## src/rtl/cv32e40s_obi_integrity_responder_pkg.sv

```systemverilog
// Shared integrity encodings for the OBI responder shim: address-phase checksum,
// response checksum and the in-order response FIFO entry.
package cv32e40s_obi_integrity_responder_pkg;

  typedef struct packed {
    logic is_local;   // 1: request failed integrity, answered locally with an error
  } obi_resp_fifo_t;

  // achk[3:0] per address byte, achk[4] over {we,be}, achk[8:5] per write-data byte
  function automatic logic [8:0] calc_achk(input logic [31:0] addr,
                                           input logic        we,
                                           input logic [3:0]  be,
                                           input logic [31:0] wdata);
    logic [8:0] chk;
    for (int k = 0; k < 4; k++) begin
      chk[k]   = ^addr[8*k +: 8];
      chk[5+k] = ^wdata[8*k +: 8];
    end
    chk[4] = ^{we, be};
    return chk;
  endfunction

  function automatic logic [4:0] calc_rchk(input logic [31:0] rdata, input logic err);
    logic [4:0] chk;
    for (int k = 0; k < 4; k++) chk[k] = ^rdata[8*k +: 8];
    chk[4] = err;
    return chk;
  endfunction

endpackage

```

## src/rtl/cv32e40s_obi_integrity_responder_if.sv

```systemverilog
// Integrity-enabled OBI bus between the core initiator and the responder shim.
interface cv32e40s_obi_integrity_responder_if;
  logic        req;
  logic        reqpar;
  logic [31:0] addr;
  logic        we;
  logic [3:0]  be;
  logic [31:0] wdata;
  logic [8:0]  achk;
  logic        gnt;
  logic        gntpar;
  logic        rvalid;
  logic        rvalidpar;
  logic [31:0] rdata;
  logic        err;
  logic [4:0]  rchk;

  modport master (
    output req, reqpar, addr, we, be, wdata, achk,
    input  gnt, gntpar, rvalid, rvalidpar, rdata, err, rchk
  );

  modport slave (
    input  req, reqpar, addr, we, be, wdata, achk,
    output gnt, gntpar, rvalid, rvalidpar, rdata, err, rchk
  );
endinterface

```

## src/rtl/cv32e40s_obi_resp_fifo.sv

```systemverilog
// Circular FIFO holding one entry per granted, not yet answered OBI transaction.
module cv32e40s_obi_resp_fifo
  import cv32e40s_obi_integrity_responder_pkg::*;
#(
  parameter  int DEPTH = 2,
  localparam int CNT_W = $clog2(DEPTH + 1)
) (
  input  logic           clk,
  input  logic           rst_n,
  input  logic           push,
  input  obi_resp_fifo_t push_data,
  input  logic           pop,
  output obi_resp_fifo_t head,
  output logic [CNT_W-1:0] cnt
);

  localparam int PTR_W = (DEPTH > 1) ? $clog2(DEPTH) : 1;

  obi_resp_fifo_t   mem_q [DEPTH];
  logic [PTR_W-1:0] wptr_q, rptr_q;
  logic [CNT_W-1:0] cnt_q;

  // Pointers wrap explicitly so DEPTH need not be a power of two
  function automatic logic [PTR_W-1:0] ptr_inc(input logic [PTR_W-1:0] p);
    return (p == PTR_W'(DEPTH - 1)) ? '0 : p + PTR_W'(1);
  endfunction

  always_ff @(posedge clk or negedge rst_n) begin
    if (!rst_n) begin
      wptr_q <= '0;
      rptr_q <= '0;
      cnt_q  <= '0;
      for (int i = 0; i < DEPTH; i++) mem_q[i] <= '0;
    end else begin
      if (push) begin
        mem_q[wptr_q] <= push_data;
        wptr_q        <= ptr_inc(wptr_q);
      end
      if (pop) rptr_q <= ptr_inc(rptr_q);
      case ({push, pop})
        2'b10:   cnt_q <= cnt_q + CNT_W'(1);
        2'b01:   cnt_q <= cnt_q - CNT_W'(1);
        default: cnt_q <= cnt_q;
      endcase
    end
  end

  assign head = mem_q[rptr_q];
  assign cnt  = cnt_q;

endmodule

```

## src/rtl/cv32e40s_obi_integrity_responder.sv

```systemverilog
// Responder-side OBI integrity shim: checks reqpar/achk, generates gntpar/rvalidpar/rchk,
// and answers integrity-failing requests locally with an in-order error response.
module cv32e40s_obi_integrity_responder
  import cv32e40s_obi_integrity_responder_pkg::*;
#(
  parameter int MAX_OUTSTANDING = 2,
  parameter int DATA_W          = 32
) (
  input  logic        clk,
  input  logic        rst_n,
  cv32e40s_obi_integrity_responder_if.slave obi,
  output logic        mem_req_o,
  input  logic        mem_gnt_i,
  input  logic        mem_rvalid_i,
  input  logic [31:0] mem_rdata_i,
  input  logic        mem_err_i,
  output logic        achk_err_o,
  output logic        protocol_err_o
);

  localparam int CNT_W = $clog2(MAX_OUTSTANDING + 1);

  logic [8:0]        achk_exp, achk_mask;
  logic              chk_err, space, gnt;
  logic              rvalid, err, protocol_err;
  logic [DATA_W-1:0] rdata;
  logic [CNT_W-1:0]  cnt;
  obi_resp_fifo_t    head, push_entry;
  logic              achk_err_q;

  // Write-data checksum bits only carry meaning on writes
  always_comb begin
    achk_exp  = calc_achk(obi.addr, obi.we, obi.be, obi.wdata);
    achk_mask = obi.we ? 9'h1FF : 9'h01F;
    chk_err   = (|((obi.achk ^ achk_exp) & achk_mask)) || (obi.reqpar != ~obi.req);
    space     = cnt < CNT_W'(MAX_OUTSTANDING);
  end

  // A failing request is still granted (and answered locally) but never reaches the backend
  assign gnt        = obi.req && space && (chk_err || mem_gnt_i);
  assign mem_req_o  = obi.req && space && !chk_err;
  assign push_entry = '{is_local: chk_err};

  cv32e40s_obi_resp_fifo #(
    .DEPTH (MAX_OUTSTANDING)
  ) u_fifo (
    .clk       (clk),
    .rst_n     (rst_n),
    .push      (gnt),
    .push_data (push_entry),
    .pop       (rvalid),
    .head      (head),
    .cnt       (cnt)
  );

  // Backend responses are only legal when a forwarded transaction sits at the head
  always_comb begin
    rvalid       = 1'b0;
    rdata        = '0;
    err          = 1'b0;
    protocol_err = 1'b0;
    if (cnt == '0) begin
      protocol_err = mem_rvalid_i;
    end else if (head.is_local) begin
      rvalid       = 1'b1;
      err          = 1'b1;
      protocol_err = mem_rvalid_i;
    end else begin
      rvalid = mem_rvalid_i;
      rdata  = mem_rdata_i;
      err    = mem_err_i;
    end
  end

  always_ff @(posedge clk or negedge rst_n) begin
    if (!rst_n) achk_err_q <= 1'b0;
    else        achk_err_q <= gnt && chk_err;
  end

  assign obi.gnt        = gnt;
  assign obi.gntpar     = ~gnt;
  assign obi.rvalid     = rvalid;
  assign obi.rvalidpar  = ~rvalid;
  assign obi.rdata      = rdata;
  assign obi.err        = err;
  assign obi.rchk       = calc_rchk(rdata, err);
  assign achk_err_o     = achk_err_q;
  assign protocol_err_o = protocol_err;

endmodule
```

## src/flat_wrapper.sv

```systemverilog
// flat-port wrapper written by rule: the top's interface ports become plain ports
module cv32e40s_obi_integrity_responder_flat import cv32e40s_obi_integrity_responder_pkg::*;
#(
  parameter int MAX_OUTSTANDING = 2,
  parameter int DATA_W          = 32
)
  (clk, rst_n, mem_req_o, mem_gnt_i, mem_rvalid_i, mem_rdata_i, mem_err_i, achk_err_o, protocol_err_o, obi_req, obi_reqpar, obi_addr, obi_we, obi_be, obi_wdata, obi_achk, obi_gnt, obi_gntpar, obi_rvalid, obi_rvalidpar, obi_rdata, obi_err, obi_rchk);
  cv32e40s_obi_integrity_responder_if obi_i ();
  input  logic clk;
  input  logic rst_n;
  output logic mem_req_o;
  input  logic mem_gnt_i;
  input  logic mem_rvalid_i;
  input  logic [31:0] mem_rdata_i;
  input  logic mem_err_i;
  output logic achk_err_o;
  output logic protocol_err_o;
  input wire logic [$bits(obi_i.req)-1:0] obi_req;
  input wire logic [$bits(obi_i.reqpar)-1:0] obi_reqpar;
  input wire logic [$bits(obi_i.addr)-1:0] obi_addr;
  input wire logic [$bits(obi_i.we)-1:0] obi_we;
  input wire logic [$bits(obi_i.be)-1:0] obi_be;
  input wire logic [$bits(obi_i.wdata)-1:0] obi_wdata;
  input wire logic [$bits(obi_i.achk)-1:0] obi_achk;
  output wire logic [$bits(obi_i.gnt)-1:0] obi_gnt;
  output wire logic [$bits(obi_i.gntpar)-1:0] obi_gntpar;
  output wire logic [$bits(obi_i.rvalid)-1:0] obi_rvalid;
  output wire logic [$bits(obi_i.rvalidpar)-1:0] obi_rvalidpar;
  output wire logic [$bits(obi_i.rdata)-1:0] obi_rdata;
  output wire logic [$bits(obi_i.err)-1:0] obi_err;
  output wire logic [$bits(obi_i.rchk)-1:0] obi_rchk;
  assign obi_i.req = obi_req;
  assign obi_i.reqpar = obi_reqpar;
  assign obi_i.addr = obi_addr;
  assign obi_i.we = obi_we;
  assign obi_i.be = obi_be;
  assign obi_i.wdata = obi_wdata;
  assign obi_i.achk = obi_achk;
  assign obi_gnt = obi_i.gnt;
  assign obi_gntpar = obi_i.gntpar;
  assign obi_rvalid = obi_i.rvalid;
  assign obi_rvalidpar = obi_i.rvalidpar;
  assign obi_rdata = obi_i.rdata;
  assign obi_err = obi_i.err;
  assign obi_rchk = obi_i.rchk;
  cv32e40s_obi_integrity_responder #(.MAX_OUTSTANDING(MAX_OUTSTANDING), .DATA_W(DATA_W)) u_core (.clk(clk), .rst_n(rst_n), .obi(obi_i), .mem_req_o(mem_req_o), .mem_gnt_i(mem_gnt_i), .mem_rvalid_i(mem_rvalid_i), .mem_rdata_i(mem_rdata_i), .mem_err_i(mem_err_i), .achk_err_o(achk_err_o), .protocol_err_o(protocol_err_o));
endmodule
```

## config.mk

```make
export PLATFORM = sky130hd
export DESIGN_NAME = cv32e40s_obi_integrity_responder_flat
export DESIGN_NICKNAME = d
export VERILOG_FILES = /design/src/rtl/cv32e40s_obi_integrity_responder_pkg.sv /design/src/rtl/cv32e40s_obi_integrity_responder_if.sv /design/src/rtl/cv32e40s_obi_resp_fifo.sv /design/src/rtl/cv32e40s_obi_integrity_responder.sv /design/src/flat_wrapper.sv
export SDC_FILE = /design/constraint.sdc
export NUM_CORES = 1
export LEC_CHECK = 0
export ABC_AREA = 0
export BUFFER_PORTS_ARGS = -buffer_cell sky130_fd_sc_hd__buf_2
export CORE_ASPECT_RATIO = 0.7
export CORE_MARGIN = 2
export CORE_UTILIZATION = 32
export DETAILED_ROUTE_END_ITERATION = 8
export GPL_TIMING_DRIVEN = 0
export PLACE_DENSITY_LB_ADDON = 0.12
export SETUP_SLACK_MARGIN = 0.15
export SYNTH_ARGS = -nofsm -noshare
export SYNTH_HDL_FRONTEND = slang
export SYNTH_SLANG_ARGS = --single-unit
```

## constraint.sdc

```tcl
create_clock -name clk -period 2.2 [get_ports clk]
set_input_delay 0.33 -clock clk [delete_from_list [all_inputs] [get_ports clk]]
set_output_delay 0.33 -clock clk [all_outputs]
set_load 0.05 [all_outputs]
```

==> results.md, run 1 <==
* CP cell instances: buf_6 > xor2_1 > xnor3_1 > xnor2_1 > o211ai_1 > or4_4 > o31ai_4 > inv_1 > buf_6
* Mapped Cells at roughly 180
* Net Sw Frac at 0.586
* Initial Utilization at 0.340
* Hold Path Class: primary input to flop
* Worst Tran Pin Value at 589 ps
* Placed instance area at about 2400 um2
* Vias in the first global route at between 1.5k and 2k
* CP Max Fanout at 4
* Period utilisation layout at 1.21
* Final hold violations at 0
* Internal Power at between 1 and 1.5 mW
* Outcome: finished with violations
* Initial antenna violation count at 0
* Remaining antenna violation count at 0
* Synthesized Nets at just under 300
* #FFs+latches synth at 7
* Setup TNS at -2010 ps
* Crit path max-delay cell type: or4_4
* I/O Pins at ~160
* Hold Slack at approximately 440 ps
* Relative slew slack at 0.602
* Psw at 2.01 mW
* Finished Layout Cells at between 300 and 400
* Clock Power Share at 0.052
* Setup crit start kind: primary input
* Warnings, synthesis at 0
* Cell Area, Synth at 1500 um2
* Fin crit period at between 2000 and 3000 ps
* Total GRT Usage at 0.146
* Max VDD drop at 892 uV
* Total grt overflow at 0
* # diodes at 0
* WHS Endpoint: u_core.u_fifo.mem_q[0]
* Die Height at roughly 60 um
* Syn-to-layout area delta at 77.5%
* # placed instances at around 390
* Share of layout cells above drive strength 1 at 0.535
* Total Wirelength at 4290 um
* R2R Path End: u_core.u_fifo.cnt[1]
* TritonCTS clock tree: done
* Logic pwr share at 0.870
* Final design instance area without fill at approximately 2700 um2
* Initial DRC count at 25
* Final worst-path setup slack at -470 ps
* Via count at between 1.5k and 2k
* Drt first pass iters at 4
* Core Util, Final at 0.603
* GPL Wtd Cong at between 0.6 and 0.7
* Post-synthesis sequential area ratio at 0.116
* Port bufs at 161
* Fmax achieved at between 300 and 400 MHz
* Post-synth top area share at 0.425
* Power Density at between 1000 and 1500 nW/um2
* Final setup fails at 7
* Max clock buf depth at 2
* Hold depth at 3
* Critical Path RT at between 1500 and 2000 ps
* Via-to-Cell Ratio at 4.16
* Crit. End Element: output port
* Delay-heaviest family, CP: XOR/XNOR gates
* CP most frequent cell: buf_6
* Row cnt at 20
* R2r startpoint: u_core.u_fifo.cnt[1]
* Die width at approximately 86 um
* Largest cells by area after synthesis: xnor2_1 (43%), and2_1 (14%), xor2_1 (13%)
* # DRC at 0
* Critical path buffers and inverters at 3
* Synth area leader: xnor2_1
* R2R setup slack at between 300 and 400 ps
* Final HPWL DP at 3610 um
* H-Tree Depth at 1
* Arrival time at the worst endpoint at around 2300 ps
* Pins Over Slew Limit at 0
* Global-route wire length before repair at just over 6000 um
* CP peak stage delay at 470 ps
* Mean Syn Cell Area at around 8.6 um2
* Clock Skew at 1.23 ps
* Largest net degree at the start of global routing at 11
* MaxCap Viol Count at 0
* WS Path Type: primary input to output port
* Sequential power share at 0.077
* Clock Sinks at 7
* Clock Pin Slew Worst Setup and Hold Paths at ~40 ps
* Worst skew pair latency at 220 ps
* Nets at roughly 460
* Root buffer cell: clkbuf_8
* Core outline area at around 4400 um2
* Leak at 1.34 nW
* Hold path startpoint: mem_gnt_i
* TritonCTS buffer count at 3
* Die area at between 5000 and 6000 um2
* R2r worst-path depth at 7
* Wirelength per Cell at 10.8 um
* Synth unique cells at 24
* Failing checks: setup timing
* RSZ-0062 raised after global routing: true
[sequential cells by signal (all words and copies together) (netlist names)]
name and count:
u_core.achk_err_o 1, u_core.u_fifo.mem_q 2, u_core.u_fifo.wptr_q 1, u_core.u_fifo.rptr_q 1, u_core.u_fifo.cnt 2
[layout by cell type (no fill, tap or decap), types with 3 or more instances in the layout]
cell type	n
buf_2	121
xnor2_1	70
and2_1	33
buf_4	33
xor2_1	23
buf_6	10
nor2_1	8
dfrtp_1	7
inv_1	5
clkbuf_4	4
xnor2_2	3
xnor3_1	3
clkbuf_8	3
[synth_stat cells]
| cell | instances |
|---|---|
| nor3b_1 | 1 |
| a41oi_1 | 1 |
| nor2_1 | 10 |
| buf_4 | 1 |
| ha_1 | 1 |
| or2_2 | 1 |
| mux2_2 | 1 |
| o211ai_1 | 1 |
| or2_1 | 1 |
| xnor3_1 | 3 |
| nor2b_1 | 1 |
| xor2_1 | 23 |
| inv_1 | 5 |
| nand3_1 | 1 |
| dfrtp_1 | 7 |
| o31ai_4 | 1 |
| o21ai_0 | 3 |
| or4_4 | 1 |
| clkbuf_1 | 3 |
| and2_1 | 33 |
| a32o_1 | 1 |
| o22ai_1 | 1 |
| xnor2_1 | 73 |
| nand2_1 | 1 |
[how the worst max path moves through the flow]
stage                       from              endpoint  slack, ps  cells past startpoint
detailed placement  obi_addr[10]  u_core.u_fifo.cnt[1]       -740                     10
CTS                 obi_addr[15]               obi_gnt       -470                      9
finish              obi_addr[10]               obi_gnt       -470                      9
floorplan           obi_addr[13]               obi_gnt       -840                      7
global placement    obi_addr[10]  u_core.u_fifo.cnt[1]       -740                     10
global route        obi_addr[10]               obi_gnt       -540                      9
[power groups by stage]
stage	logic (mW)	registers (mW)	clock network, mW
global placement	2.62	0.259	0
detailed placement	2.63	0.257	0
CTS	2.92	0.261	0.185
finish	2.98	0.266	0.180
floorplan	2.04	0.263	0
global route	3.16	0.275	0.195
[per-stage QoR]
stage / total power, mW / worst slack, ps
2_1_floorplan: 2.30 / -839
3_3_place_gp: 2.87 / -736
3_5_place_dp: 2.88 / -739
4_1_cts: 3.36 / -468
5_1_grt: 3.63 / -543
6_report: 3.43 / -470
[metal layers]
metal / wire (um) / track usage
met5: 0 / 0
met4: 25 / 0.0204
met3: 379 / 0.0389
met2: 2220 / 0.274
met1: 1670 / 0.175
[repair_timing]
| action | 4_1_cts | 5_1_grt |
|---|---|---|
| buffers inserted | 3 | 0 |
| hold endpoints to repair | 7 | 0 |
| setup endpoints to repair | 39 | 43 |
| pin swaps | 8 | 4 |
| gates resized for setup | 53 | 17 |
| hold buffers | 1 | 0 |
[cell families (layout without fill, tap and decap cells)]
family / after synthesis / in the layout / share of synthesized area
AO/OA/AOI/OAI: 8 / 8 / 0.0458
flip-flops: 7 / 7 / 0.116
adder cells (fa/ha/maj): 1 / 1 / 0.00832
buffers and inverters: 9 / 178 / 0.0250
multiplexers: 1 / 1 / 0.00749
XOR/XNOR: 99 / 99 / 0.604
AND/OR/NAND/NOR: 50 / 50 / 0.193
[layout make-up]
class | instances | area (um2)
fill | 411 | 1760
multi-input combinational | 159 | 1360
timing repair buffer | 165 | 976
sequential | 7 | 175
tap | 55 | 68.8
clock buffer | 4 | 45.0
buffer | 4 | 30.0
inverter | 5 | 18.8
[worst min-delay path: stages]
cell     delay, ps
buf_2          120
nand3_1         70
a32o_1         110
Note: power is estimated with default switching activity, not from simulation.
==> run 2, diff against run 1 <==
- CELL_PAD_IN_SITES_DETAIL_PLACEMENT: unset -> 1
- CELL_PAD_IN_SITES_GLOBAL_PLACEMENT: unset -> 1
- CORE_UTILIZATION: 32 -> 20
==> run 2 against run 1 <==
The flow still finishes with violations (setup timing); critical endpoint unchanged; die area grew 56%; largest power group unchanged; first-iteration DRC count shrank 52%; worst setup slack gained 55 ps; sequential share of layout area shrank 0.44 points; non-clock buffer count grew 6; via count grew 4.6%.
==> results.md, run 2 (same netlist as run 1, synthesis figures left out) <==
* Via count at ~1.7k
* Final worst-path setup slack at -415 ps
* Most frequent cells in the layout: buf_2 (122), xnor2_1 (68), and2_1 (32)
* R2r startpoint: u_core.u_fifo.cnt[1]
* Failing checks: setup timing
* Clock Power Share at 0.049
* Total GRT Usage at 0.118
* MaxCap Viol Count at 0
* Final hold violations at 0
* Final setup fails at 9
* RSZ-0062 raised after global routing: true
* Die area at about 8000 um2
* Worst Tran Pin Value at 446 ps
* I/O Pins at approximately 160
* Max VDD drop at ~700 uV
* Outcome: finished with violations
* Internal Power at about 1.6 mW
* Arrival time at the worst endpoint at 2280 ps
* H-Tree Depth at 1
* Clock Skew at between 2 and 2.5 ps
* Most common cell after layout, fill and taps aside: buf_2
* Core outline area at around 7300 um2
* # diodes at 0
* Largest net degree at the start of global routing at 11
* Placed instance area at approximately 2400 um2
* Syn-to-layout area delta at 90.3%
* Initial Utilization at 0.206
* # fillers at approximately 910
* Clock Pin Slew Worst Setup and Hold Paths at around 40 ps
* Vias in the first global route at 1,836
* Power Density at 1290 nW/um2
* Remaining antenna violation count at 0
* CP Max Fanout at 3
* Period utilisation layout at 1.19
* Root buffer cell: clkbuf_8
* Wirelength per Cell at 11.4 um
* R2R setup slack at between 300 and 400 ps
* GPL Wtd Cong at 0.667
* Die width at 108 um
* Setup crit start kind: primary input
* Leak at approximately 1.4 nW
* Clock Sinks at 7
* TritonCTS clock tree: done
* Worst skew pair latency at 230 ps
* Hold Path Class: primary input to flop
* Core Util, Final at 0.393
* Total grt overflow at 0
* Place WS at -816 ps
* Hold path startpoint: mem_gnt_i
* Hold depth at 3
* Via-to-Cell Ratio at 3.87
* WHS Endpoint: u_core.u_fifo.mem_q[0]
* Final HPWL DP at 4390 um
* Total Wirelength at between 5000 and 6000 um
* R2R Path End: u_core.u_fifo.cnt[1]
* Share of layout cells above drive strength 1 at 0.551
* Initial antenna violation count at 0
* Row cnt at 26
* Net Sw Frac at 0.565
* Crit. End Element: output port
* Psw at approximately 2.1 mW
* Port bufs at roughly 160
* Max clock buf depth at 2
* Final design instance area without fill at between 2000 and 3000 um2
* Initial DRC count at 12
* R2r worst-path depth at 8
* Critical Path RT at about 1900 ps
* Die Height at roughly 77 um
* TritonCTS buffer count at 3
* Relative slew slack at 0.702
* Nets at around 470
* Pins Over Slew Limit at 0
* # DRC at 0
* Sequential power share at 0.072
* Logic pwr share at 0.879
* Global-route wire length before repair at ~8000 um
* Drt first pass iters at 2
* Fmax achieved at approximately 380 MHz
* Fin crit period at 2610 ps
* WS Path Type: primary input to output port
## run 2: cell count changes in the layout (fill, tap and decap cells not counted), sizes merged
cell	change
clkbuf	-3
buf	+9
## run 2: how the worst max path moves through the flow
stage,startpoint,to,slack [ps],cells past startpoint
final,obi_addr[12],obi_gnt,-410,9
after global routing,obi_addr[12],u_core.u_fifo.cnt[1],-530,12
after CTS,obi_addr[15],obi_gnt,-490,9
after detailed placement,obi_addr[10],u_core.u_fifo.cnt[1],-820,10
after global placement,obi_addr[10],u_core.u_fifo.cnt[1],-770,10
after floorplan,obi_addr[13],obi_gnt,-840,7
## run 2: timing repair
item,CTS,global route
gates resized for setup,53,32
buffers inserted,4,5
endpoints found under the hold margin,7,0
endpoints found under the setup margin,44,39
hold buffers,1,0
pin swaps,7,6
## run 2: area by class of cell
type / instances / area (um2) / share of cell area
clock buffer: 4 / 45.0 / 0.0157
buffer: 4 / 37.5 / 0.0131
sequential: 7 / 175 / 0.0612
inverter: 5 / 18.8 / 0.00656
timing repair buffer: 171 / 1080 / 0.379
multi-input combinational: 159 / 1380 / 0.482
tap: 98 / 123 / 0.0429
## run 2: critical path: stages
cell and delay (ps):
buf_6 90, xnor2_2 130, xnor3_1 440, xnor2_2 150
o211ai_1 120, or4_4 470, o31ai_4 300, inv_1 90
buf_6 160
## run 2: metrics by stage
| step | power [mW] | cells | hold WS [ps] | setup TNS (ps) |
|---|---|---|---|---|
| 2_1_floorplan | 2.30 | 175 | 34.4 | -3670 |
| 3_3_place_gp | 2.91 | 434 | 169 | -4640 |
| 3_5_place_dp | 2.93 | 434 | 172 | -4900 |
| 4_1_cts | 3.41 | 443 | 443 | -2500 |
| 5_1_grt | 3.91 | 448 | 459 | -3380 |
| 6_report | 3.69 | 448 | 447 | -2370 |
## run 2: power groups by stage
stage,Sequential [mW],Clock [mW],Combinational (mW)
global route,0.275,0.195,3.44
floorplan,0.263,0,2.04
detailed placement,0.260,0,2.67
finish,0.267,0.179,3.25
CTS,0.261,0.188,2.96
global placement,0.258,0,2.65
## run 2: metal layers
| metal | track usage | wire length, um | part of all wire | up-vias |
|---|---|---|---|---|
| li1 | - | - | - | 893 |
| met1 | 0.138 | 2000 | 0.39 | 771 |
| met2 | 0.218 | 2740 | 0.54 | 65 |
| met3 | 0.0291 | 336 | 0.066 | 6 |
| met4 | 0.0192 | 40 | 0.0078 | 0 |
| met5 | 0 | 0 | 0 | - |
==> run 3, diff against run 2 <==
- CORE_ASPECT_RATIO: 0.7 -> unset
==> run 3 against run 2 <==
The flow still finishes with violations (setup timing); flip-flop and latch count unchanged; global-route usage down 0.30 points; final area decreased by 4.3%; clock power about the same.
==> results.md, run 3 (same netlist as run 1, synthesis figures left out) <==
* Share of layout cells above drive strength 1 at 0.538
* Final setup fails at 7
* Fmax achieved at around 380 MHz
* Core outline area at between 7000 and 8000 um2
* Clock Sinks at 7
* Via-to-Cell Ratio at a little under 4
* Max clock buf depth at 2
* GPL Wtd Cong at 0.667
* Final HPWL DP at roughly 4400 um
* Pins Over Slew Limit at 0
* Remaining antenna violation count at 0
* Final design instance area without fill at 2740 um2
* Total Wirelength at about 4900 um
* Total GRT Usage at 0.115
* Arrival time at the worst endpoint at 2300 ps
* Max VDD drop at 410 uV
* Via count at approximately 1.7k
* Finished Layout Cells at 443
* M1 GR Usage at 0.117
* Setup TNS at -1920 ps
* Initial antenna violation count at 0
* Vias in the first global route at around 1.8k
* Most common cell after layout, fill and taps aside: buf_2
* Nets at between 400 and 500
* Clock Pin Slew Worst Setup and Hold Paths at ~40 ps
* # DRC at 0
* Relative slew slack at 0.622
* MaxCap Viol Count at 0
* Root buffer cell: clkbuf_8
* Wirelength per Cell at roughly 11 um
* Global-route wire length before repair at 7930 um
* Drt first pass iters at 3
* Die width at slightly above 90 um
* Setup crit start kind: primary input
* Critical Path Sink: mem_req_o
* R2r worst-path depth at 7
* I/O Pins at about 160
* Crit path max-delay cell type: or4_4
* H-Tree Depth at 1
* WS Path Type: primary input to output port
* CP cell instances: buf_6 > xnor2_2 > xnor3_1 > xnor2_1 > o211ai_1 > or4_4 > buf_4 > nor3b_2 > buf_6
* Final worst-path setup slack at -426 ps
* Crit. End Element: output port
* Core Util, Final at 0.378
* Initial DRC count at 11
* R2R Path End: u_core.u_fifo.cnt[1]
* GRT Max-Usage Layer: met2
* Syn-to-layout area delta at 82.1%
* # diodes at 0
* Worst Tran Pin Value at 566 ps
* Worst skew pair latency at approximately 220 ps
* Worst setup path start: obi_addr[15]
* Met3 GRT Util at 0.0342
* Met2 Resource Use GR at 0.233
* Port bufs at approximately 160
* Row cnt at 31
* Hold Path Class: primary input to flop
* RSZ-0062 raised after global routing: true
* Initial Utilization at 0.207
* # fillers at roughly 900
* Most frequent cells in the layout: buf_2 (122), xnor2_1 (71), buf_4 (35)
* Placed instance area at ~2400 um2
* CP peak stage delay at about 460 ps
* CP Max Fanout at 3
* Final hold violations at 0
* Outcome: finished with violations
* # placed instances at 435
* Total grt overflow at 0
* Power Density at between 1000 and 1500 nW/um2
* Failing checks: setup timing
* Clock Skew at roughly 0.37 ps
* Largest net degree at the start of global routing at 11
* Leak at between 1 and 1.5 nW
* Fin crit period at ~2600 ps
* R2R setup slack at ~280 ps
* Die Height at 90.7 um
* CP most frequent cell: buf_6
* Period utilisation layout at 1.19
* R2r startpoint: u_core.u_fifo.cnt[1]
* Die area at 8230 um2
* Critical Path RT at 1870 ps
* Hold Slack at roughly 460 ps
* TritonCTS clock tree: done
* TritonCTS buffer count at 3
run 3: cell types whose count changed in the layout (fill, tap and decap cells not counted), sizes merged:
cell / before / now
buf: 173 / 167
run 3: critical path: cells and delay by family:
family | cells | cell delay [ps]
AO/OA/AOI/OAI | 1 | 120
buffers and inverters | 3 | 470
AND/OR/NAND/NOR | 2 | 660
XOR/XNOR | 3 | 730
run 3: metrics by stage:
stage,setup WS [ps],power [mW]
after CTS,-465,3.42
after global placement,-709,2.90
after detailed placement,-709,2.93
final,-426,3.47
after floorplan,-839,2.30
after global routing,-521,3.70
run 3: repair_timing:
action | CTS | global route
setup buffers | 3 | 0
resized for setup | 54 | 18
endpoints found under the setup margin | 40 | 29
cloned | 0 | 0
hold buffers | 1 | 0
hold endpoints to repair | 7 | 0
pin swaps | 9 | 4
run 3: routing by layer:
metal  wire [um]  up-vias  share of wire
li1            -      878              -
met1        1750      774           0.36
met2        2710       74           0.56
met3         401        4          0.082
met4          22        0         0.0045
met5           0        -              0
run 3: layout make-up:
| class | count | area [um2] | area share |
|---|---|---|---|
| Sequential cell | 7 | 175 | 0.0640 |
| Clock buffer | 4 | 45.0 | 0.0164 |
| Buffer | 4 | 33.8 | 0.0123 |
| Multi-Input combinational cell | 159 | 1370 | 0.501 |
| Timing Repair Buffer | 165 | 970 | 0.354 |
| Inverter | 5 | 18.8 | 0.00685 |
| Tap cell | 99 | 124 | 0.0452 |
run 3: worst min path at each step:
stage / start / to / slack, ps / depth (start not counted)
2_1_floorplan: rst_n / u_core.achk_err_o / 30 / 0
3_3_place_gp: rst_n / u_core.achk_err_o / 170 / 1
3_5_place_dp: rst_n / u_core.achk_err_o / 170 / 1
4_1_cts: mem_gnt_i / u_core.u_fifo.mem_q[0] / 450 / 3
5_1_grt: mem_rvalid_i / u_core.u_fifo.rptr_q / 490 / 3
6_report: mem_rvalid_i / u_core.u_fifo.rptr_q / 460 / 3
run 3: report_power, final:
| part | switching, mW | internal, mW |
|---|---|---|
| clock | 0.0520 | 0.125 |
| sequential | 0.0692 | 0.197 |
| combinational | 1.91 | 1.12 |
| total | 2.03 | 1.44 |
